<file path="src/rtl/pattern_gen_tx.sv">
// Test-pattern source: PRBS-7 / counter / fixed / walking-ones words over valid/ready,
// with bounded or continuous runs and single-word bit-0 error injection.
module pattern_gen_tx #(
  parameter int WIDTH = 8,
  parameter int CNT_W = 16
) (
  input  logic             clk,
  input  logic             rst_n,
  input  logic             start,
  input  logic             stop,
  input  logic [1:0]       mode,
  input  logic [6:0]       seed,
  input  logic [WIDTH-1:0] fixed_pat,
  input  logic [CNT_W-1:0] num_words,
  input  logic             inject_err,
  output logic [WIDTH-1:0] out_data,
  output logic             out_valid,
  input  logic             out_ready,
  output logic             busy,
  output logic             done,
  output logic [CNT_W-1:0] word_cnt
);

  typedef enum logic [1:0] {IDLE, RUN, DONE} state_t;

  state_t           state, state_nxt;
  logic [1:0]       mode_r;
  logic [WIDTH-1:0] fixed_r;
  logic [CNT_W-1:0] num_r;
  logic [6:0]       lfsr;
  logic [WIDTH-1:0] word_q;
  logic             inj_pend;

  // WIDTH LFSR steps unrolled; returns {advanced_lfsr, word} with the first new bit as MSB.
  function automatic logic [WIDTH+6:0] prbs_word(input logic [6:0] s);
    logic [6:0]       l;
    logic [WIDTH-1:0] w;
    logic             b;
    l = s;
    w = '0;
    for (int i = 0; i < WIDTH; i++) begin
      b = l[6] ^ l[5];
      l = {l[5:0], b};
      w = {w[WIDTH-2:0], b};
    end
    return {l, w};
  endfunction

  logic [6:0]       seed_eff;
  logic [WIDTH+6:0] prbs_first, prbs_next;
  logic [WIDTH-1:0] first_word, next_word;
  logic             go, abort, accept, last;

  assign seed_eff   = (seed == 7'd0) ? 7'h7F : seed;
  assign prbs_first = prbs_word(seed_eff);
  assign prbs_next  = prbs_word(lfsr);
  assign go         = (state != RUN) && start;
  assign abort      = (state == RUN) && stop;
  assign accept     = out_valid && out_ready;
  assign last       = (num_r != '0) && ((word_cnt + CNT_W'(1)) == num_r);

  always_comb begin
    first_word = '0;
    case (mode)
      2'd0: first_word = prbs_first[WIDTH-1:0];
      2'd1: first_word = '0;
      2'd2: first_word = fixed_pat;
      2'd3: first_word = WIDTH'(1);
    endcase
  end

  always_comb begin
    next_word = word_q;
    case (mode_r)
      2'd0: next_word = prbs_next[WIDTH-1:0];
      2'd1: next_word = word_q + WIDTH'(1);
      2'd2: next_word = fixed_r;
      2'd3: next_word = {word_q[WIDTH-2:0], word_q[WIDTH-1]};
    endcase
  end

  // FSM: state register
  always_ff @(posedge clk or negedge rst_n) begin
    if (!rst_n) state <= IDLE;
    else        state <= state_nxt;
  end

  // FSM: next state; stop beats a same-cycle final accept
  always_comb begin
    state_nxt = state;
    case (state)
      IDLE, DONE: if (start) state_nxt = RUN;
      RUN: begin
        if (stop)                state_nxt = IDLE;
        else if (accept && last) state_nxt = DONE;
      end
      default: state_nxt = IDLE;
    endcase
  end

  // FSM: outputs; data is masked to zero whenever nothing is presented
  always_comb begin
    out_valid = (state == RUN);
    busy      = (state == RUN);
    done      = (state == DONE);
    out_data  = (state == RUN) ? (word_q ^ {{(WIDTH-1){1'b0}}, inj_pend}) : '0;
  end

  always_ff @(posedge clk or negedge rst_n) begin
    if (!rst_n) begin
      mode_r   <= 2'd0;
      fixed_r  <= '0;
      num_r    <= '0;
      lfsr     <= 7'h7F;
      word_q   <= '0;
      word_cnt <= '0;
    end else if (go) begin
      mode_r   <= mode;
      fixed_r  <= fixed_pat;
      num_r    <= num_words;
      lfsr     <= prbs_first[WIDTH+6:WIDTH];
      word_q   <= first_word;
      word_cnt <= '0;
    end else if (accept) begin
      word_cnt <= word_cnt + CNT_W'(1);
      word_q   <= next_word;
      if (mode_r == 2'd0) lfsr <= prbs_next[WIDTH+6:WIDTH];
    end
  end

  // A new inject request outranks clearing by the accept of the current word.
  always_ff @(posedge clk or negedge rst_n) begin
    if (!rst_n)                           inj_pend <= 1'b0;
    else if (go || abort)                 inj_pend <= 1'b0;
    else if (state == RUN && inject_err)  inj_pend <= 1'b1;
    else if (accept)                      inj_pend <= 1'b0;
  end

endmodule

</file>
<file path="config.mk">
export PLATFORM = sky130hd
export DESIGN_NAME = pattern_gen_tx
export DESIGN_NICKNAME = d
export VERILOG_FILES = /design/src/rtl/pattern_gen_tx.sv
export SDC_FILE = /design/constraint.sdc
export NUM_CORES = 1
export LEC_CHECK = 0
export ABC_AREA = 1
export CORE_AREA = 4 4 68 133
export CTS_CLUSTER_SIZE = 20
export DETAILED_ROUTE_END_ITERATION = 8
export DIE_AREA = 0 0 72 137
export PLACE_DENSITY = 0.8
export SLEW_MARGIN = 20
export SYNTH_ARGS = -nofsm -noshare
export SYNTH_HDL_FRONTEND = slang
export SYNTH_SLANG_ARGS = --single-unit
</file>
<file path="constraint.sdc">
create_clock -name clk -period 1.7 [get_ports clk]
set_input_delay 0.255 -clock clk [delete_from_list [all_inputs] [get_ports clk]]
set_output_delay 0.255 -clock clk [all_outputs]
set_load 0.05 [all_outputs]
</file>
==> flow_summary.ini <==
[power_and_ir_drop]
fin_total_pwr_mw = 7.87
ir_drop_v = 0.000941
seqPwrFrac_pct = 30.3
combPwrFrac_pct = 48.5
switching_share_pct = 42.2
power_switching_mw = 3.32
p_int_mw = 4.55
clkPwrFrac_pct = 21.2
power_density_nw_per_um2 = 1380
p_leak_nw = 2.66

[timing]
worst_slew_pin_slew_ps = 384
relSlewSlack_pct = 74.2
slew_violations = 0
layout_setup_ws_ps = -360
post-route-period-util_pct = 121
skew_ps = 9.10
hold_viol = 0
setup_viol = 2
max_freq_ghz = 0.485
rsz0062_at_grt = true
tns_ps = -613
worst_hold_slack_ps = 461
fin_crit_ps = 2060

[clock_tree]
cts-root-buf = clkbuf_16
clock_sinks = 60
insertion_delay_ps = 340
cts_buffer_depth = 2
cts_tree = built
cts_inserted_buffers = 9
htree_levels = 3
path_clk_slew_ps = 60

[logic_synthesis]
synth_seq_cells = 60
synth_area_leader_cell = dfrtp_1
yosysTopAreaCellShare_pct = 35.0
synthesis.area_um2 = 3790
synth_nets = 576
ys_top_cells_by_area = dfrtp_1 (35%), nand2_1 (15%), inv_1 (6.9%)
avgSynthCellArea_um2 = 7.12
synth_cell_types = 35
yosysWarnings = 0
netlist_instances = 532
synth_seq_area_share_pct = 39.8

[setup_path]
startpoint_type = flip-flop
slowest_delay_ps = 450
r2r_cells = 14
path_common_cell = nand2_1
critPathSlowestCell = dfrtp_4
cp.arrival_ps = 2290
path_cells = ha_4 -> nand2_4 -> nor2_4 -> nand3_1 -> nand3_1 -> nand2_1 -> nor2_2 -> nand3_2 -> nor2_2 -> nand3_2 -> nand2_2 -> nand2_1 -> nand2_1 -> nand2_1
critPathMaxFanout = 5
end_kind = flip-flop
cp.required_ps = 1930
path_class = flip-flop to flip-flop

[final_layout]
area_delta_synth_final_pct = 50.7
nets = 720
finalCoreUtilization_pct = 71.9
drive_gt1_share_pct = 28.2
postLayoutCellArea_um2 = 5710
layout.cells.non_filler = 777
antenna_cells = 0

[run_status]
status = finished with violations
violations = negative setup slack

[detailed_routing]
routed_wl_um = 14000
vias = 4497
drtAntennaViolNets = 0
avgRoutedWirePerCell_um = 18.0
dr.pass1.iters = 5
drt-initial-drc-count = 393
viasPerCell = 5.79
drc = 0

[grt]
grt_max_degree = 61
antenna_found_initial = 0
grt_pass1_wl_um = 21700
grt_overflow = 0
grt_pass1_vias = 4767
grt_usage_pct = 29.0

[hold_path]
hold_class = input pin to asynchronous set/reset pin

[placed_design]
globalplace.congestion = 0.938
port_buffers = 65
dp_slack_ps = -255
placed_cells = 750
dpl_cell_area_um2 = 5190
dp_hpwl_um = 10200

[floorplanning]
start_util_pct = 47.7
die-area_um2 = 9860
core.rowCount = 46
core_area_um2 = 7940
num_io_pins = 66
die_y_um = 137
die_w_um = 72

[job]
drv_cap = 0
## cells in the mapped netlist, drive strengths merged
| cell | count |
|---|---|
| o221ai | 3 |
| nand3 | 47 |
| o21ai | 42 |
| a21oi | 9 |
| ha | 5 |
| o2111ai | 4 |
| nand3b | 1 |
| o31ai | 1 |
| inv | 72 |
| dfstp | 7 |
| nand4 | 11 |
| a22oi | 4 |
| a32oi | 1 |
| buf | 7 |
| xor3 | 1 |
| a221oi | 3 |
| clkbuf | 6 |
| dfrtp | 53 |
| nor3 | 1 |
| xnor2 | 4 |
| xor2 | 12 |
| nor2 | 56 |
| or2 | 1 |
| o211ai | 6 |
| nand2 | 160 |
| o22ai | 14 |
| o21bai | 1 |
## registers in the layout (all words and copies together), names as in the netlist
signal,count
state,2
word_cnt,16
num_r,16
mode_r,2
inj_pend,1
lfsr,7
word_q,8
fixed_r,8
## timing repair
action                                  CTS  global route
endpoints found under the hold margin    53             0
gates resized for setup                  15            31
endpoints found under the setup margin   11            15
buffers inserted                          6             6
pin swaps                                 2            11
hold buffers                              1             0
## path summary, 6_finish.rpt
check	slack (ps)	from	to
max	-360	word_cnt[0]$_DFFE_PN0P_	state[1]$_DFFE_PN0P_
min	460	rst_n	num_r[5]$_DFFE_PN0P_
max reg2reg	-360	word_cnt[0]$_DFFE_PN0P_	state[1]$_DFFE_PN0P_
min reg2reg	480	lfsr[6]$_DFFE_PN1P_	lfsr[6]$_DFFE_PN1P_
max in group asynchronous	910	rst_n	lfsr[6]$_DFFE_PN1P_
min in group clk	460	num_words[0]	num_r[0]$_DFFE_PN0P_
## power groups by stage
stage / clock network (mW) / registers (mW) / logic, mW
finish: 1.67 / 2.38 / 3.82
global placement: 0 / 2.33 / 3.36
global route: 1.75 / 2.41 / 4.11
floorplan: 0 / 2.32 / 1.96
CTS: 1.68 / 2.34 / 3.58
detailed placement: 0 / 2.36 / 3.44
## final cells by class
type / instances / area, µm²
clock buffers: 13 / 250
clock inverters: 3 / 15.0
fillers: 599 / 2230
inverters: 72 / 270
multi-input cells: 387 / 2140
flip-flops and latches: 60 / 1530
well taps: 96 / 120
repair buffers: 146 / 1390
## worst max-delay path, delay by kind of cell (launching register included)
kind | cells | cell delay, ps
AND/OR/NAND/NOR | 13 | 1310
flip-flops | 1 | 450
adder cells (fa/ha/maj) | 1 | 180
## cells in the final DEF (no fill, tap or decap), types with 6 or more instances in the layout
| cell | count |
|---|---|
| dfrtp_1 | 39 |
| nand4_1 | 11 |
| a21oi_1 | 8 |
| clkdlybuf4s50_1 | 37 |
| o22ai_1 | 13 |
| clkbuf_16 | 9 |
| nor2_2 | 11 |
| nand2_1 | 150 |
| nor2_1 | 33 |
| nand2_2 | 9 |
| o21ai_1 | 6 |
| inv_1 | 69 |
| dfstp_2 | 7 |
| buf_4 | 89 |
| o211ai_1 | 6 |
| buf_12 | 15 |
| o21ai_0 | 36 |
| xor2_1 | 11 |
| dfrtp_2 | 13 |
| nor2_4 | 12 |
| nand3_1 | 42 |
## routing by layer
metal	share of wire [%]	track usage (%)
met1	31	25.6
met2	54	53.8
met3	4.8	5.07
met4	9.7	25.4
met5	0	0
## logic make-up (layout without fill, tap and decap cells)
group | Yosys count | after routing | synth area share (%)
simple gates | 277 | 277 | 31.2
flops | 60 | 60 | 39.8
compound gates | 88 | 88 | 14.0
fa+ha+maj | 5 | 5 | 1.65
xor+xnor | 17 | 17 | 4.32
buf+inv | 85 | 234 | 8.98
No activity file was read; power rests on OpenSTA's default activity.
